**config.mk**
```make
export PLATFORM = sky130hd
export DESIGN_NAME = traffic_light_monitor
export DESIGN_NICKNAME = d
export VERILOG_FILES = /design/src/rtl/traffic_light_monitor.sv
export SDC_FILE = /design/constraint.sdc
export NUM_CORES = 1
export LEC_CHECK = 0
export CAP_MARGIN = 15
export CORE_ASPECT_RATIO = 2
export CORE_MARGIN = 2
export CORE_UTILIZATION = 60
export DETAILED_ROUTE_END_ITERATION = 8
export GPL_ROUTABILITY_DRIVEN = 0
export HOLD_SLACK_MARGIN = 0.06
export PLACE_DENSITY = 0.84
export SYNTH_ARGS = -nofsm -noshare
export SYNTH_HDL_FRONTEND = slang
export SYNTH_SLANG_ARGS = --single-unit
```
**constraint.sdc**
```tcl
create_clock -name clk -period 6.53 [get_ports clk]
set_clock_uncertainty 0.2 [all_clocks]
set_input_delay 1.306 -clock clk [delete_from_list [all_inputs] [get_ports clk]]
set_output_delay 1.306 -clock clk [all_outputs]
set_load 0.01 [all_outputs]
```
**src/rtl/traffic_light_monitor.sv**
```systemverilog
// Checks lamp codes from a two-road light controller for conflicts, invalid codes,
// illegal phase order and short yellow/all-red dwells; counts completed cross-road services.
module traffic_light_monitor #(
    parameter int unsigned YEL_MIN    = 3,
    parameter int unsigned ALLRED_MIN = 2,
    parameter int unsigned CNT_W      = 8
) (
    input  logic             clk,
    input  logic             rst,
    input  logic [1:0]       highway,
    input  logic [1:0]       cross_road,
    input  logic             clr_fault,
    output logic             fault,
    output logic [2:0]       fault_code,
    output logic [2:0]       phase,
    output logic [CNT_W-1:0] service_count
);

    typedef enum logic [2:0] {
        S0   = 3'b000,
        S1   = 3'b001,
        S2   = 3'b010,
        S3   = 3'b011,
        S4   = 3'b100,
        SYNC = 3'b111
    } phase_t;

    localparam logic [CNT_W-1:0] YEL_MIN_C    = CNT_W'(YEL_MIN);
    localparam logic [CNT_W-1:0] ALLRED_MIN_C = CNT_W'(ALLRED_MIN);
    localparam logic [CNT_W-1:0] DWELL_ONE    = CNT_W'(1);

    logic [1:0]       cap_hw, cap_cr, prev_hw, prev_cr;
    logic             cap_vld;
    logic [CNT_W-1:0] dwell;
    logic             dwell_ok, dwell_ok_nx;
    phase_t           state, state_nx, cap_phase;
    logic             conflict, invalid;
    logic             det, svc_inc;
    logic [2:0]       det_code;

    function automatic phase_t succ(input phase_t p);
        case (p)
            S0:      succ = S1;
            S1:      succ = S2;
            S2:      succ = S3;
            S3:      succ = S4;
            S4:      succ = S0;
            default: succ = SYNC;
        endcase
    endfunction

    always_comb begin
        case ({cap_hw, cap_cr})
            4'b1000: cap_phase = S0;
            4'b0100: cap_phase = S1;
            4'b0000: cap_phase = S2;
            4'b0010: cap_phase = S3;
            4'b0001: cap_phase = S4;
            default: cap_phase = SYNC;
        endcase
    end

    assign conflict = (cap_hw != 2'b00) && (cap_cr != 2'b00);
    assign invalid  = (cap_hw == 2'b11) || (cap_cr == 2'b11);

    // Every lamp code is either one of the five legal phases, a conflict or invalid,
    // so cap_phase is a real phase in every branch below that loads it.
    always_comb begin
        state_nx    = state;
        dwell_ok_nx = dwell_ok;
        det         = 1'b0;
        det_code    = 3'b000;
        svc_inc     = 1'b0;
        if (cap_vld) begin
            if (conflict) begin
                det         = 1'b1;
                det_code    = 3'b001;
                state_nx    = SYNC;
                dwell_ok_nx = 1'b0;
            end else if (invalid) begin
                det         = 1'b1;
                det_code    = 3'b010;
                state_nx    = SYNC;
                dwell_ok_nx = 1'b0;
            end else if (state == SYNC) begin
                state_nx    = cap_phase;
                dwell_ok_nx = 1'b0;
            end else if (cap_phase != state) begin
                if (cap_phase == succ(state)) begin
                    state_nx    = cap_phase;
                    dwell_ok_nx = 1'b1;
                    svc_inc     = (state == S4);
                    if (dwell_ok && (state == S1 || state == S4) && dwell < YEL_MIN_C) begin
                        det      = 1'b1;
                        det_code = 3'b100;
                    end else if (dwell_ok && state == S2 && dwell < ALLRED_MIN_C) begin
                        det      = 1'b1;
                        det_code = 3'b101;
                    end
                end else begin
                    det         = 1'b1;
                    det_code    = 3'b011;
                    state_nx    = cap_phase;
                    dwell_ok_nx = 1'b0;
                end
            end
        end
    end

    // cap_vld keeps the reset-value red/red capture from being treated as a real sample.
    always_ff @(posedge clk) begin
        if (rst) begin
            cap_hw        <= 2'b00;
            cap_cr        <= 2'b00;
            prev_hw       <= 2'b00;
            prev_cr       <= 2'b00;
            cap_vld       <= 1'b0;
            dwell         <= '0;
            dwell_ok      <= 1'b0;
            state         <= SYNC;
            fault         <= 1'b0;
            fault_code    <= 3'b000;
            service_count <= '0;
        end else begin
            cap_hw   <= highway;
            cap_cr   <= cross_road;
            prev_hw  <= cap_hw;
            prev_cr  <= cap_cr;
            cap_vld  <= 1'b1;
            state    <= state_nx;
            dwell_ok <= dwell_ok_nx;
            if (cap_vld) begin
                if ({cap_hw, cap_cr} != {prev_hw, prev_cr})
                    dwell <= DWELL_ONE;
                else if (dwell != '1)
                    dwell <= dwell + 1'b1;
            end
            if (det) begin
                fault <= 1'b1;
                if (!fault || clr_fault)
                    fault_code <= det_code;
            end else if (clr_fault) begin
                fault      <= 1'b0;
                fault_code <= 3'b000;
            end
            if (svc_inc)
                service_count <= service_count + 1'b1;
        end
    end

    assign phase = state;

endmodule

```
==> impl_summary.md <==
Routing
The routed wire length per instance is between 15 and 20 um. The overall routed net length is 4.11 mm. Detailed routing inserted a total of between 1.5k and 2k vias. The first-pass iteration count of the detailed router is 4. The number of DRC markers after the initial detailed-route iteration is 33.

In the routed layout, each cell is associated on average with a via count of slightly above 6. Once detail routing completed, the nets flagged for antenna violations numbered 0. The DRC violation count after routing is 0.

Synth
After synthesis, the largest area contributor takes up roughly 34% of total cell area. The multiplexer fraction of the synthesized cell area is under 10%. The synthesized design contains 33 register bits. The cell area after synthesis is about 2000 um^2. The largest family of logic cells by synthesized area is simple AND/OR/NAND/NOR gates. Summing the areas of all and, or, nand and nor instances in the mapped netlist gives between 20% and 30% of the synthesized area. After Yosys synthesis, full adders, half adders and majority gates account for 1.86% of the synthesized area. The post-synth net total is 227. The sequential share of the synthesized area is roughly 34%. The mean instance size in the synthesized netlist is about 9.0 um^2. Yosys attributes the largest share of cell area to dfxtp_1, xnor2_1, nor2_1. The xor/xnor cell area share of the yosys netlist is 8.96%. The most common flop cell mapped by yosys is dfxtp_1. The number of different library cells used by synthesis comes to between 50 and 60. The Yosys step of the flow raised 0 warnings.

The synthesized design contains 0 enable-type register cells. The biggest area contributor in the post-synthesis netlist is dfxtp_1. The share of async-settable or async-resettable flops after synthesis is 0%. The fraction of the mapped netlist area in compound gates is 21.2%. After technology mapping, the gate count stands at roughly 220.

Timing
The count of pins over their slew limit is 0. Adding up every negative setup slack in the final design gives 0 ns. Setup repair after global routing left no endpoint under its margin. The headroom to the max-slew limit is between 40% and 50%. The final number of setup-violating endpoints is 0. Derived from the worst setup path, the maximum achievable clock frequency is 315 MHz.

The count of endpoints failing hold in the final timing report is 0. The final period utilization is 48.6%. The final worst setup slack is between 3 and 4 ns. The time the final worst path needs with I/O delays and setup is 3.17 ns. At the pin with the least slew margin, the transition time is about 0.80 ns.

Global routing
The overall overflow remaining after global route is 0. The number of global-route vias before repair came to 1593. The maximum number of pins on one net before global-route repair is 23. The first-pass GRT wire length is roughly 7.2 mm. The initial antenna violation count is 0. Global routing used between 20% and 30% of the available tracks.

Place
Prior to clock tree synthesis, the placed netlist has a worst setup slack of 3.06 ns. The count of buffers added on input and output ports is 21. After detailed placement, the total cell area comes to approximately 2100 um^2. The estimated wirelength of the detail-placed design is 3.02 mm.

Floorplan
The die outline area is about 3800 um^2. The width of the die is around 44 um. The number of top-level pins is 22. The floorplan has 29 rows. The effective utilization at floorplan is between 60% and 70%. The core region is between 3000 and 4000 um^2. The die is between 80 and 90 um tall.

Finish
The number of fill cells in the layout is 250. The number of nets in the layout is approximately 240. Compared with the post-synthesis result, the final layout area differs by 14.1%. The number of antenna diodes in the final layout is 0.

The finished layout cell area is approximately 2200 um^2. Cells with a size suffix above 1 make up around an eighth of the layout. The core utilization of the finished layout is between 70% and 80%.

Clock network
TritonCTS built the clock tree. No sink is reached through more buffers than the 2 on the longest clock path. Buffers added to address setup during post-CTS repair amount to 0. The number of sinks on the clock net is 33. The insertion delay to the later sink of the worst-skew pair is 0.28 ns. Gates resized during post-CTS repair numbered 0. In this run, CTS created clock tree buffers numbering 5.

The H-tree level count is 2. Hold repair after CTS inserted 0 buffers. The tree is rooted in a clkbuf_8.

Clock-pin slew was measured on the worst setup and hold paths at 0.07 ns.

Critical path
The largest fanout on the critical path is 22. The family with the most delay on the worst path is buffers and inverters. The worst register-to-register path begins at cap_hw[0]$_SDFF_PP0_.

STA puts the critical path data required time at around 6.5 ns. At the worst endpoint, the arrival time is 3.18 ns. The classification of the worst setup path is primary input to flip-flop. The nature of the critical path endpoint is a flip-flop. The sort of element at the start of the critical path is a primary input. The critical path depth in cells is 5. The startpoint of the most critical setup path is rst. Traced cell by cell, the critical path runs through clkdlybuf4s50_1 > inv_1 > nand2_1 > or3b_4 > o31ai_2. The delay of the slowest cell on the worst path is around 0.82 ns. The number of cells on the worst reg-to-reg path is 7. Counting both buffers and inverters, the worst setup path holds a total of 2.

Among all stages on the critical path, the largest delay is contributed by clkdlybuf4s50_1.

Hold path
Along the worst hold path, the cell count comes to 2. The min-delay analysis places its worst path in the category flip-flop to flip-flop. The startpoint of the lowest-slack hold path is fault_code[1]$_SDFFE_PP0P_.

Power and ir drop
The analysis attributes to cell leakage a power of approximately 0.82 nW. The highest ir drop seen on vdd is between 0.15 and 0.2 mV. Dividing total power by cell area gives a power density of around 220 nW/um^2. The total power after layout is roughly 0.5 mW.

Flow run
The number of max-cap violations is 0.

Outcome
The run finished with clean final reports.
-- per-layer routing --
| metal | wire length [um] | up-vias | global-route usage, % | part of all wire, % |
|---|---|---|---|---|
| met5 | 0 | - | 0 | 0 |
| met4 | 130 | 0 | 12.1 | 3.2 |
| met3 | 123 | 13 | 4.73 | 3.0 |
| met2 | 2260 | 29 | 43.9 | 55 |
| met1 | 1600 | 774 | 27.3 | 39 |
| li1 | - | 796 | - | - |
-- through the flow --
stage | hold slack [ns] | std cells
2_1_floorplan | 0.244 | 218
3_3_place_gp | 0.275 | 258
3_5_place_dp | 0.286 | 258
4_1_cts | 0.295 | 266
5_1_grt | 0.322 | 266
6_report | 0.286 | 266
-- flip-flops by register name, indices dropped and copies added (netlist names) --
name / count
fault: 1
prev_hw: 2
fault_code: 3
cap_cr: 2
service_count: 8
dwell: 8
dwell_ok: 1
prev_cr: 2
phase: 3
cap_vld: 1
cap_hw: 2
-- path summary, 6_finish.rpt --
path / slack (ns) / endpoint
setup reg to reg: 3.74 / fault_code[0]$_SDFFE_PP0P_
hold / removal: 0.29 / fault_code[1]$_SDFFE_PP0P_
setup / recovery: 3.36 / fault_code[0]$_SDFFE_PP0P_
hold reg to reg: 0.29 / fault_code[1]$_SDFFE_PP0P_
-- Yosys cell counts (all sizes together) (2+ instances only) --
master	number
a211oi	2
a21o	2
a21oi	9
a31oi	2
a32oi	3
buf	9
clkbuf	3
dfxtp	33
ha	2
inv	7
mux2i	5
nand2	20
nand2b	3
nand3	3
nand3b	2
nand4	5
nor2	27
nor2b	8
nor3	8
nor3b	3
nor4	2
nor4b	3
o211a	2
o211ai	4
o21ai	7
o21bai	2
o22ai	2
o31ai	3
or2	3
or3	2
xnor2	12
xor2	8
-- power by group --
part	switching (mW)	total (mW)	internal [mW]
logic	0.0372	0.0726	0.0354
registers	0.0159	0.223	0.208
clock network	0.0714	0.196	0.124
-- cell type report --
class	count	area (um^2)	area share [%]
Multi-Input combinational cell	166	1180	52.8
Clock buffer	7	86.3	3.87
Inverter	7	26.3	1.18
Clock inverter	1	30.0	1.35
Tap cell	31	38.8	1.74
Sequential cell	33	661	29.6
Timing Repair Buffer	21	210	9.42
-- placed cells by master (no fill, tap or decap), drive strengths merged, types with 3 or more instances in the layout --
| cell | count |
|---|---|
| dfxtp | 33 |
| nor2 | 27 |
| clkdlybuf4s50 | 21 |
| nand2 | 20 |
| xnor2 | 12 |
| a21oi | 9 |
| xor2 | 8 |
| nor2b | 8 |
| nor3 | 8 |
| inv | 7 |
| clkbuf | 7 |
| o21ai | 7 |
| mux2i | 5 |
| nand4 | 5 |
| o211ai | 4 |
| nor4b | 3 |
| nand3 | 3 |
| nand2b | 3 |
| or2 | 3 |
| o31ai | 3 |
| nor3b | 3 |
| a32oi | 3 |
-- cells by family (layout without fill, tap and decap cells) --
| kind of cell | Yosys count | after routing |
|---|---|---|
| XOR/XNOR | 20 | 20 |
| buffers and inverters | 19 | 36 |
| multiplexers | 5 | 5 |
| adder cells (fa/ha/maj) | 3 | 3 |
| AND/OR/NAND/NOR | 93 | 93 |
| AO/OA/AOI/OAI | 45 | 45 |
| flip-flops | 33 | 33 |
-- worst register-to-register path, cell delays in order, from the launching register on --
cell and delay [ns]:
dfxtp_1 0.75, nor2_2 0.14, o21ai_4 0.26, mux2i_1 0.32, a2bb2oi_4 0.24, a31oi_4 0.13
or3b_4 0.43, o31ai_2 0.23
Note: power is estimated with default switching activity, not from simulation.
==> RTL change 1 (same settings) <==
Reset style: asynchronous (`rst`), changed in one clocked block.
--- a/src/rtl/traffic_light_monitor.sv
+++ b/src/rtl/traffic_light_monitor.sv
@@ -108,7 +108,7 @@
     end
 
     // cap_vld keeps the reset-value red/red capture from being treated as a real sample.
-    always_ff @(posedge clk) begin
+    always_ff @(posedge clk or posedge rst) begin
         if (rst) begin
             cap_hw        <= 2'b00;
             cap_cr        <= 2'b00;
Check against the original RTL: differs if rst is asserted again (counterexample within 4 cycles, from zero or initial values and one cycle with rst high); with rst held inactive, the same outputs for 10 cycles.
==> RTL change 1 against the unedited design <==
  * Final area shrank 2.1%
  * Largest power group unchanged
  * Fmax grew 2.1%
  * Global-route usage about the same
  * Sequential cell count is the same
  * Wire length is 1.4% higher
  * Cell count decreased by 9.8%
  * Setup slack improved by 0.065 ns
  * Power is 5.4% lower
  * Area after synthesis shrank 2.4%
  * Register-to-register slack worse by 0.04 ns
  * Non-clock buffer count grew 1
  * Count of clock-buffer cells in the layout down 2
  * Die area decreased by 2.2%
  * Highest routed layer unchanged
==> RTL change 1: results (changes against the unedited design) <==
metric,value,unit,change
hold_path.class,reg2reg,,
drt-total-wl,4170,um,+1.4%
netlist_top_cells_area,"dfrtp_1, xnor2_1, dfstp_2, xor2_1, nand4_1",,
place_hpwl,2920,um,-3.3%
synth_top_cells_by_count,"dfrtp_1, nor2_1, nand2_1, xnor2_1",,
insertion_delay,0.28,ns,about the same
slowest_delay,0.72,ns,-0.10 ns
fill_cells,255,,+2.0%
worstMarginPinSlew,0.677,ns,-0.122 ns
grt_max_degree,34,,+48%
path_delay_family,flip-flops,,
ys_types,58,,-1.7%
p_leak,0.000906,uW,+11%
root_buffer,clkbuf_8,,
outcome,"complete, no violations",,
grt_pass1_wl,6950,um,-3.1%
ys_async_sr_fraction,1.00,,+1.00
cp_slowest_cell,dfstp_2,,
port_buffers,21,,unchanged
first_iter_violations,45,,+36%
antenna_found_initial,0,,unchanged
dr.pass1.iters,5,,+1
postCtsResizedCells,0,,unchanged
fin_nets,217,,-11%
path_clk_slew,0.07,ns,about the same
drive_gt1_frac,0.124,,+0.00525
viasPerCell,6.57,,+8.4%
yosys_warnings,0,,unchanged
grt.overflow.total,0,,unchanged
grt_util_all_layers,0.250,,-0.000425
cts.htree.levels,2,,unchanged
grt_pass1_vias,1515,,-4.9%
antenna_cells,0,,unchanged
ir_drop,0.244,mV,+27%
arrival,1.60,ns,-1.58 ns
synth_nets,202,,-11%
worst-path-max-fanout,19,,-14%
ys_seq_area_frac,0.434,,+0.0967
post-place-ws,3.60,ns,+0.538 ns
numCtsBuffers,5,,unchanged
reg_top3,"dwell (8), service_count (8)",,
clockBufferDepth,2,,unchanged
cts_setup_buffers,0,,unchanged
-- RTL change 1: layer usage --
layer	routed length, um	vias to the layer above	track usage
met1	1560	787	0.286
met2	2390	47	0.436
li1	-	734	-
met5	0	-	0
met4	80	0	0.102
met3	144	9	0.0433
-- RTL change 1: logic make-up (layout without fill, tap and decap cells) --
logic type               Yosys count  count (layout)  synth area share
buffers and inverters             19              35            0.0557
multiplexers                       3               3            0.0177
XOR/XNOR                          20              20            0.0917
adder cells (fa/ha/maj)            3               3            0.0183
AO/OA/AOI/OAI                     38              38             0.150
other                              1               1           0.00196
flip-flops                        33              33             0.434
AND/OR/NAND/NOR                   76              76             0.230
-- RTL change 1: path summary, 6_finish.rpt --
path                       cells past startpoint          endpoint             start  slack, ns
max                                            1          phase[1]          phase[1]       3.42
min                                            1  service_count[7]  service_count[7]       0.27
max reg2reg                                    5  service_count[1]         cap_hw[1]       3.70
min reg2reg                                    1  service_count[7]  service_count[7]       0.27
max in group asynchronous                      3          phase[1]               rst       4.54
min in group asynchronous                      2         cap_hw[1]               rst       1.08
-- RTL change 1: report_power, final --
part,internal [uW],total (uW),switching [uW]
Combinational,43.9,80.8,36.9
Clock,73.3,143,70.1
Sequential,218,241,22.6
Total,335,465,130
-- RTL change 1: layout make-up --
| class | instances | area [um2] | share of cell area |
|---|---|---|---|
| Inverter | 5 | 18.8 | 0.00859 |
| Multi-Input combinational cell | 141 | 973 | 0.446 |
| Clock buffer | 5 | 68.8 | 0.0315 |
| Sequential cell | 33 | 830 | 0.380 |
| Clock inverter | 3 | 17.5 | 0.00802 |
| Timing Repair Buffer | 22 | 238 | 0.109 |
| Tap cell | 31 | 38.8 | 0.0178 |
-- RTL change 1: stage by stage --
stage	cells	power (uW)	instance area (um2)
global route	240	491	2180
finish	240	465	2180
detailed placement	231	322	2070
global placement	231	318	2070
CTS	239	466	2160
floorplan	193	294	1910
==> RTL change 2 (config.mk and constraints unchanged) <==
Made on the original files. Set the parameter `CNT_W` to 6 (it was 8).
--- a/src/rtl/traffic_light_monitor.sv
+++ b/src/rtl/traffic_light_monitor.sv
@@ -3,7 +3,7 @@
 module traffic_light_monitor #(
     parameter int unsigned YEL_MIN    = 3,
     parameter int unsigned ALLRED_MIN = 2,
-    parameter int unsigned CNT_W      = 8
+    parameter int unsigned CNT_W      = 6
 ) (
     input  logic             clk,
     input  logic             rst,
Interface: changed (resized service_count); port bits go from 22 to 20. No check against the original RTL was run, so the function may have changed too.
==> RTL change 2 against the unedited design <==
  * Sequential cell count shrank 4
  * Setup slack gained 0.053 ns
  * Wire length shrank 3.4%
  * Area after synthesis shrank 16%
  * Critical path depth shrank 1
  * Final area shrank 14%
  * Combinational power shrank 8.0%
  * Power shrank 6.4%
  * Synthesized cell count shrank 11%
  * Sequential power shrank 9.9%
  * Critical endpoint is now fault_code[1]
==> RTL change 2: results (changes against the unedited design) <==
metric,value,unit,change
outcome,"complete, no violations",,
path_delay_family,buffers and inverters,,
postSynthAreaPerCell,8.50,um2,-5.2%
numCtsBuffers,5,,unchanged
yosys_warnings,0,,unchanged
arrival,3.06,ns,-0.12 ns
fmax,321,MHz,+1.7%
cts_setup_buffers,0,,unchanged
netlist_top_cells_area,"dfxtp_1, xor2_1, nor2_1, a21oi_1, nand2_1",,
grt_pass1_vias,1465,,-8.0%
place_area,1800,um2,-15%
reg_top3,"dwell (6), service_count (6)",,
drt-total-wl,3970,um,-3.4%
rr_startpoint,cap_hw[1],,
drive_gt1_frac,0.0909,,-0.0282
clockBufferDepth,2,,unchanged
cp_slowest_cell,clkdlybuf4s50_1,,
cts.htree.levels,2,,unchanged
worstSetupStartpoint,rst,,
port_buffers,19,,-9.5%
worstMarginPinSlew,0.864,ns,+0.0647 ns
fill_cells,184,,-26%
r2r_end,service_count[3],,
ant_nets,0,,unchanged
fin_nets,217,,-11%
synth_nets,203,,-11%
path_clk_slew,0.07,ns,about the same
p_leak,0.000702,uW,-14%
grt_util_all_layers,0.292,,+0.0421
ys_async_sr_fraction,0,,unchanged
post-place-ws,3.13,ns,+0.0731 ns
grt_pass1_wl,6470,um,-9.7%
place_hpwl,2860,um,-5.1%
antenna_cells,0,,unchanged
antenna_found_initial,0,,unchanged
root_buffer,clkbuf_8,,
endpoint,fault_code[1],,
drcViolationCount,0,,unchanged
slowest_delay,0.97,ns,+0.15 ns
worst-path-max-fanout,22,,unchanged
setup-tns-final,0,ns,unchanged
viasPerCell,6.30,,+4.0%
placed_cells,229,,-11%
ys_types,49,,-17%
postCtsResizedCells,0,,unchanged
synth_top_cells_by_count,"dfxtp_1, nor2_1, nand2_1, xor2_1, a21oi_1",,
reg2regPathDepth,6,,-1
first_iter_violations,56,,+70%
wl_per_cell,16.8,um,+8.4%
r2r_slack,3.94,ns,+0.20 ns
ir_drop,0.244,mV,+27%
ys_seq_area_frac,0.352,,+0.0142
insertion_delay,0.28,ns,about the same
grt_max_degree,23,,unchanged
dr.pass1.iters,4,,unchanged
hold_path.class,reg2reg,,
## RTL change 2: per-layer routing
metal	up-vias	part of all wire	global-route usage
met5	-	0	0
met4	0	0.050	0.190
met3	17	0.028	0.0508
met2	38	0.56	0.481
met1	720	0.36	0.307
li1	719	-	-
## RTL change 2: cells by family (layout without fill, tap and decap cells)
family,after synthesis,in the layout,synth area share
buffers and inverters,20,35,0.0637
multiplexers,4,4,0.0243
flip-flops,29,29,0.352
AO/OA/AOI/OAI,43,43,0.194
AND/OR/NAND/NOR,80,80,0.266
XOR/XNOR,16,16,0.0850
adder cells (fa/ha/maj),2,2,0.0152
## RTL change 2: worst min path at each step
stage | startpoint | to | slack [ns] | depth (start not counted)
after floorplan | dwell_ok | dwell_ok | 0.24 | 2
after global placement | dwell_ok | dwell_ok | 0.25 | 2
after detailed placement | dwell_ok | dwell_ok | 0.25 | 2
after CTS | dwell_ok | dwell_ok | 0.27 | 2
after global routing | dwell_ok | dwell_ok | 0.29 | 2
final | dwell_ok | dwell_ok | 0.27 | 2
## RTL change 2: layout make-up
class | instances | area, um2 | area share
Multi-Input combinational cell | 145 | 963 | 0.503
Clock inverter | 1 | 30.0 | 0.0157
Inverter | 8 | 30.0 | 0.0157
Tap cell | 28 | 35.0 | 0.0183
Timing Repair Buffer | 19 | 190 | 0.0993
Sequential cell | 29 | 581 | 0.303
Clock buffer | 7 | 86.3 | 0.0451
## RTL change 2: per-stage QoR
step / util / hold slack (ns)
after floorplan: - / 0.242
after global placement: 0.700 / 0.250
after detailed placement: 0.700 / 0.254
after CTS: 0.745 / 0.266
after global routing: 0.745 / 0.294
final: 0.745 / 0.270
## RTL change 2: report_power, final
part | switching (uW) | internal [uW]
combinational | 35.7 | 31.1
sequential | 16.9 | 184
clock | 68.0 | 124
